File: config.mk
export PLATFORM = sky130hd
export DESIGN_NAME = k12a_lcd_ctrl
export DESIGN_NICKNAME = d
export VERILOG_FILES = /design/src/rtl/k12a_lcd_ctrl.sv
export SDC_FILE = /design/constraint.sdc
export NUM_CORES = 1
export LEC_CHECK = 0
export ABC_CLOCK_PERIOD_IN_PS = 3100
export CORE_ASPECT_RATIO = 1.1
export CORE_MARGIN = 5
export CORE_UTILIZATION = 51
export CTS_CLUSTER_DIAMETER = 200
export DETAILED_ROUTE_END_ITERATION = 12
export PLACE_DENSITY_LB_ADDON = 0.3
export SETUP_SLACK_MARGIN = 0.15
export SLEW_MARGIN = 30
export SYNTH_ARGS = -nofsm -noshare
export SYNTH_HDL_FRONTEND = slang
export SYNTH_SLANG_ARGS = --single-unit
File: constraint.sdc
create_clock -name cpu_clock -period 3.1 [get_ports cpu_clock]
set_input_delay 0.775 -clock cpu_clock [delete_from_list [all_inputs] [get_ports cpu_clock]]
set_output_delay 0.775 -clock cpu_clock [all_outputs]
set_load 0.1 [all_outputs]
File: src/rtl/k12a_lcd_ctrl.sv
// k12a_lcd_ctrl
// Bus sequencer for the HD44780-style character LCD on the k12a I/O bus.
// Turns single-cycle read/write requests from the I/O decoder into timed
// RS/RW/EN/DATA panel transactions. After each write it waits for the panel
// to finish executing the command. 'ready' tells the decoder when a new
// request will be taken.
//
// Ports:
//   cpu_clock      - sole clock, rising edge
//   reset          - synchronous, active-high
//   wr_req/rd_req  - request pulses, honoured only while ready=1 (write wins)
//   req_rs         - RS for the request (0 = command/status, 1 = data)
//   wr_data        - byte to write
//   ready          - idle, next request will be accepted
//   rd_data        - last byte read from the panel
//   rd_valid       - one-cycle pulse when rd_data updates
//   overrun        - one-cycle pulse when a request arrived while busy
//   lcd_rs/lcd_rw/lcd_en - panel control pins
//   lcd_data_out/lcd_data_oe - panel data drive value and its output enable
//   lcd_data_in    - panel data as sampled from the pins
module k12a_lcd_ctrl #(
  parameter int SETUP_CYCLES     = 1,
  parameter int EN_CYCLES        = 3,
  parameter int HOLD_CYCLES      = 1,
  parameter int EXEC_CYCLES      = 40,
  parameter int LONG_EXEC_CYCLES = 1600
) (
  input  logic       cpu_clock,
  input  logic       reset,
  input  logic       wr_req,
  input  logic       rd_req,
  input  logic       req_rs,
  input  logic [7:0] wr_data,
  output logic       ready,
  output logic [7:0] rd_data,
  output logic       rd_valid,
  output logic       overrun,
  output logic       lcd_rs,
  output logic       lcd_rw,
  output logic       lcd_en,
  output logic [7:0] lcd_data_out,
  output logic       lcd_data_oe,
  input  logic [7:0] lcd_data_in
);

  function automatic int max2(input int a, input int b);
    return (a > b) ? a : b;
  endfunction

  // One shared down-counter times every phase, so it must hold the longest wait.
  localparam int MAX_CYCLES = max2(max2(max2(SETUP_CYCLES, EN_CYCLES),
                                        max2(HOLD_CYCLES, EXEC_CYCLES)),
                                   LONG_EXEC_CYCLES);
  localparam int CNT_W = $clog2(MAX_CYCLES + 1);

  localparam logic [CNT_W-1:0] SETUP_LOAD     = CNT_W'(SETUP_CYCLES - 1);
  localparam logic [CNT_W-1:0] EN_LOAD        = CNT_W'(EN_CYCLES - 1);
  localparam logic [CNT_W-1:0] HOLD_LOAD      = CNT_W'(HOLD_CYCLES - 1);
  localparam logic [CNT_W-1:0] EXEC_LOAD      = CNT_W'(EXEC_CYCLES - 1);
  localparam logic [CNT_W-1:0] LONG_EXEC_LOAD = CNT_W'(LONG_EXEC_CYCLES - 1);
  localparam logic [CNT_W-1:0] CNT_ONE        = CNT_W'(1);

  typedef enum logic [2:0] {
    IDLE,
    SETUP,
    ENABLE,
    HOLD,
    EXEC
  } state_t;

  state_t           state;
  state_t           state_nxt;
  logic [CNT_W-1:0] cnt;
  logic [CNT_W-1:0] cnt_nxt;
  logic             rs_q;
  logic             rw_q;
  logic [7:0]       data_q;
  logic             req_any;
  logic             accept;
  logic             cnt_done;
  logic             long_exec;
  logic             bus_active;

  assign req_any  = wr_req | rd_req;
  assign accept   = (state == IDLE) && req_any;
  assign cnt_done = (cnt == '0);

  // Clear (0x01) and return-home (0x02/0x03) take far longer to execute than
  // any other instruction. Command 0x00 is not one of them.
  assign long_exec = !rs_q && (data_q[7:2] == 6'd0) && (data_q[1:0] != 2'd0);

  // State and phase counter register.
  always_ff @(posedge cpu_clock) begin
    if (reset) begin
      state <= IDLE;
      cnt   <= '0;
    end else begin
      state <= state_nxt;
      cnt   <= cnt_nxt;
    end
  end

  // Next-state logic: each timed phase loads the counter with its length
  // minus one on entry and moves on when the counter has run down to zero.
  // The pin values are decoded from the registered state and latched request.
  always_comb begin
    state_nxt    = state;
    cnt_nxt      = cnt;
    bus_active   = 1'b0;
    ready        = 1'b0;
    lcd_en       = 1'b0;
    case (state)
      IDLE: begin
        ready = 1'b1;
        if (req_any) begin
          state_nxt = SETUP;
          cnt_nxt   = SETUP_LOAD;
        end
      end
      SETUP: begin
        bus_active = 1'b1;
        if (cnt_done) begin
          state_nxt = ENABLE;
          cnt_nxt   = EN_LOAD;
        end else begin
          cnt_nxt = cnt - CNT_ONE;
        end
      end
      ENABLE: begin
        bus_active = 1'b1;
        lcd_en     = 1'b1;
        if (cnt_done) begin
          state_nxt = HOLD;
          cnt_nxt   = HOLD_LOAD;
        end else begin
          cnt_nxt = cnt - CNT_ONE;
        end
      end
      HOLD: begin
        bus_active = 1'b1;
        if (cnt_done) begin
          if (rw_q) begin
            state_nxt = IDLE;
            cnt_nxt   = '0;
          end else begin
            state_nxt = EXEC;
            cnt_nxt   = long_exec ? LONG_EXEC_LOAD : EXEC_LOAD;
          end
        end else begin
          cnt_nxt = cnt - CNT_ONE;
        end
      end
      EXEC: begin
        if (cnt_done) begin
          state_nxt = IDLE;
          cnt_nxt   = '0;
        end else begin
          cnt_nxt = cnt - CNT_ONE;
        end
      end
      default: begin
        state_nxt = IDLE;
        cnt_nxt   = '0;
      end
    endcase
  end

  // RS and the data byte stay on the pins after the transaction, which keeps
  // the panel inputs quiet. RW and the data drive are released outside the
  // bus phases so the panel is never driven against during EXEC.
  assign lcd_rs       = rs_q;
  assign lcd_data_out = data_q;
  assign lcd_rw       = bus_active & rw_q;
  assign lcd_data_oe  = bus_active & ~rw_q;

  // Request latch, read capture and the two status pulses. The read byte is
  // sampled on the last EN-high cycle, the point where panel data is settled.
  always_ff @(posedge cpu_clock) begin
    if (reset) begin
      rs_q     <= 1'b0;
      rw_q     <= 1'b0;
      data_q   <= 8'h00;
      rd_data  <= 8'h00;
      rd_valid <= 1'b0;
      overrun  <= 1'b0;
    end else begin
      if (accept) begin
        rs_q   <= req_rs;
        rw_q   <= ~wr_req;
        data_q <= wr_data;
      end
      if ((state == ENABLE) && cnt_done && rw_q) begin
        rd_data <= lcd_data_in;
      end
      rd_valid <= (state == HOLD) && cnt_done && rw_q;
      overrun  <= (state != IDLE) && req_any;
    end
  end

endmodule

; ---- Yosys cells after proc, flatten, opt, wreduce, memory -nomap -nowiden
; Index checks and enable logic that the tools add are counted.
[word_totals]
mem_count = 0
in_bits = 21
regBits = 34
elab_cells = 57
out_inout_bits = 23
ramBits = 0
latchBits = 0
romBits = 0
[classes]
n_bitwise = 5
mux = 17
n_addsub = 1
n_shift = 0
eq_ne = 9
n_reduce_logical = 17
n_mul = 0
n_div = 0
order_cmp = 0
[ops]
columns = cell, n
row1 = 11-bit 2-to-1 mux, 6
row2 = 11-bit case mux with 4 select lines, 1
row3 = 3-bit 2-to-1 mux, 6
row4 = 3-bit case mux with 5 select lines, 1
row5 = 11-bit zero test, 1
row6 = 11-bit by 1-bit subtractor with 11-bit output (second input constant), 1
row7 = 2-bit != test (second input constant), 5
row8 = 1-bit logical AND, 8
row9 = 3-bit by 2-bit equality test with 1-bit output (second input constant), 2
row10 = 6-bit zero test, 1
row11 = 5-bit AND reduction, 1
row12 = 3-bit by 1-bit equality test with 1-bit output (second input constant), 1
row13 = 3-bit equality test (second input constant), 1
row14 = 3-bit zero test, 1
row15 = 1-bit 2-to-1 mux, 3
row16 = 3-bit nonzero test, 1
row17 = 3-bit OR reduction, 1
row18 = 1-bit bitwise AND, 2
row19 = 1-bit inverter, 2
row20 = 2-bit nonzero test, 1
row21 = 2-bit OR reduction, 1
row22 = 1-bit zero test, 1
row23 = 1-bit bitwise OR, 1

; ---- Longest topological paths before layout
[depth]
depth_word = 7
ltp_mapped = 8
ltp_nobuf = 7

; ---- Worst setup path after synthesis
; Ideal clock, no wire load.
[synth_path]
path_type = register -> output
startpoint = reg state[1]
endpoint = out lcd_rw
path_stages_with_launch = 4
arrival_ns = 2.848
n_path_buf = 1
path_slack_ns = -0.523
required_time_ns = 2.325
cell_sequence = dfxtp_1 > clkbuf_1 > nor2_1 > nor3b_1
[synth_via]
elab_chain_len = 4
elab_cells_between_ends = 6
cone_classes = 3 x eq/ne / 1 x mux / 1 x bitwise / 1 x reduce/logical
[synth_lines]
columns = item, line_no
row1 = "start, declared", 71  ; state_t state;
row2 = "start signal, assigned", 98  ; state <= state_nxt;
row3 = 3-bit by 2-bit equality test with 1-bit output / 3-bit by 1-bit equality test with 1-bit output (equally long branches), 112  ; case (state)
row4 = 3-bit OR reduction (no line) *, --
row5 = 1-bit 2-to-1 mux *, 112
row6 = 1-bit bitwise AND *, 173  ; assign lcd_rw = bus_active & rw_q;
row7 = "end, declared", 39  ; output logic lcd_rw,
; Every way passes the cells marked *; elsewhere a longest branch is shown, timed or not.

; ---- Worst setup path in the final report
[layout_path]
startpoint = reg state[2]
endpoint = out ready
[layout_via]
elab_chain_len = 2
[layout_lines]
columns = item, line_no
row1 = 3-bit zero test, 112
row2 = 1-bit 2-to-1 mux, 112
row3 = "end, declared", 34  ; output logic ready,
; No other way between the ends.

==> metrics.txt <==
synthesized instance count 196; number of cell rows 21; total of cells resized after clock tree synthesis 0; predominant post-synthesis flop cell dfxtp_1; register-to-register setup slack 0.99 ns; die area 4410 um2; critical-path cell list or3_1 > inv_1 > buf_12; post-placement worst setup slack 0.849 ns; final worst slack 0.483 ns; combinational power share 57.4%; largest net degree at the start of global routing 18; Layout Nets 262; count of different cell masters after synthesis 46; arrival time of the worst setup path 1.84 ns; total vias in the final route 1,560; TritonCTS clock tree yes; count of maximum capacitance violations 0; post-route ant nets 0; number of warnings issued by yosys 0; via/cell ratio 5.69; switching share of power 52.2%; EDFF count, synth 0; Worst Max-Slew Pin Slew 0.631 ns; worst slew slack as a fraction of its limit 57.8%; first-pass GRT wire length 6470 um; power density over cell area 977 nW/um2; Layout area overhead 29.4%; overflow left after global routing 0; Final Skew 0.0103 ns; core footprint 3050 um2; Hold WC Path Type register to register; worst-case vdd ir drop 756 uV; height of the chip 69.1 um; average size of a mapped cell 8.27 um2; post-synthesis net count 219; CP required 2.32 ns; biggest cell delay along the critical path 0.61 ns; final critical path time including I/O delays and setup 2.62 ns; final std cell area, no fill 2100 um2; dpl cells 266; maximum clock insertion buffer count 2; Final Routed Wirelength 3870 um; cts bufs inserted 5; Num Clock Sinks 34; initial antenna violation count 0; part of the power in the clock network 12.8%; vias in the first global route 1,470; result of the run finished clean; Post-synth ARST share 0%; Cell Int Power 0.979 mW; Final setup violation count 0; area of the mapped netlist 1620 um2; Worst-Skew Late Latency 0.35 ns; number of buffers added on ports 43; non-filler cells in the finished layout 274; static leakage 0.872 nW; switching component of the power 1.07 mW; minimum hold slack 0.496 ns; Max Transition Viols Final 0; 1st-iter DRT viols 82; total number of H-tree levels 2; critical path capture point type output port; post-CTS setup-driven buffer insertion count 0; gp weighted congestion 0.803; DIE WIDTH 63.7 um; highest clock frequency the design can meet 0.382 GHz; Post-Route Setup TNS 0 ns; Avg WL per Cell 14.1 um; startpoint class of the critical path register; boundary pin count 44; Crit Path Max Fanout 14; Tot Pwr 2.05 mW; fraction of layout instances using a drive strength above 1 18.8%; n_diodes 0; share of total power in sequential cells 29.9%; Clock Tree Root clkbuf_4; # hold bufs at CTS 0; flops & latches, synth 34; crit share post-route 84.4%; Worst Path Class, Setup register to output port; Clock transition at path regs 0.10 ns; Pre-Repair DR Iteration Count 4; core occupancy in the finished layout 68.8%; setup repair after global routing missed its margin no; DRC violation count after routing 0; Slowest cell on crit path or3_1; overall global routing resource usage 18.0%; placement-stage cell area 2040 um2; HPWL after detailed placement 2850 um; Starting Density 53.2%; Fin. Hold Viols 0; fraction of the yosys area taken by sequential cells 42.0%
## worst max-delay path: cells and delay by family, from the launching register on
kind	cells	cell delay (ns)
flops	1	0.42
buf+inv	2	0.47
simple gates	1	0.61
## cells in the mapped netlist (3+ instances only)
library cell | instances | area [um2]
nor2_1 | 19 | 71.3
mux2i_1 | 9 | 90.1
nor3_1 | 10 | 50.1
clkbuf_1 | 7 | 26.3
nand2_1 | 22 | 82.6
nand3_1 | 5 | 25.0
inv_1 | 4 | 15.0
a31oi_1 | 3 | 18.8
a21oi_1 | 21 | 105
dfxtp_1 | 34 | 681
o21ai_0 | 17 | 85.1
## path summary, 6_finish.rpt
path,from,to,cells past startpoint
worst max-delay path,state[2]$_SDFFE_PP0P_,ready,3
worst min-delay path,cnt[0]$_SDFFE_PP0N_,cnt[0]$_SDFFE_PP0N_,2
worst max register to register,cnt[0]$_SDFFE_PP0N_,state[0]$_SDFFE_PP0P_,7
worst min register to register,cnt[0]$_SDFFE_PP0N_,cnt[0]$_SDFFE_PP0N_,2
## registers in the layout (all words and copies together) (netlist names)
name          cells
state             3
lcd_rs            1
overrun           1
rd_data           8
cnt              11
rw_q              1
rd_valid          1
lcd_data_out      8
## power by group through the flow
stage               registers, mW  logic, mW  clock network (mW)
global route                0.623       1.27               0.291
CTS                         0.610       1.18               0.268
detailed placement          0.618       1.17                   0
finish                      0.612       1.17               0.261
floorplan                   0.850      0.691                   0
global placement            0.619       1.16                   0
## kinds of logic after synthesis
| logic type | Yosys count | synth area share, % |
|---|---|---|
| AND/OR/NAND/NOR | 82 | 26.9 |
| adder cells (fa/ha/maj) | 2 | 1.54 |
| buffers and inverters | 16 | 4.56 |
| flip-flops | 34 | 42.0 |
| multiplexers | 9 | 5.56 |
| AO/OA/AOI/OAI | 52 | 18.9 |
| XOR/XNOR | 1 | 0.541 |
## cells in the final DEF, fill, tap and decap left out, types with 3 or more instances in the layout
cell	synthesis	final
a21oi_1	21	21
a31oi_1	3	3
buf_4	1	27
clkbuf_4	0	5
clkdlybuf4s50_1	0	20
dfxtp_1	34	34
inv_1	4	4
mux2i_1	9	9
nand2_1	22	22
nand3_1	5	5
nor2_1	19	19
nor3_1	10	9
o21ai_0	17	17
## layer usage
layer	vias to the layer above	part of all wire (%)	global-route usage (%)
met5	-	0	0
met4	0	0.83	6.24
met3	4	6.0	5.84
met2	48	47	28.3
met1	724	47	22.8
li1	784	-	-
## cell type report
class	instances	area (um2)
Multi-Input combinational cell	146	876
Clock buffer	7	55.1
Sequential cell	34	681
Tap cell	34	42.5
Clock inverter	1	5.00
Fill cell	247	951
Inverter	4	15.0
Timing Repair Buffer	48	423
Power figures use the tool's default switching activity.
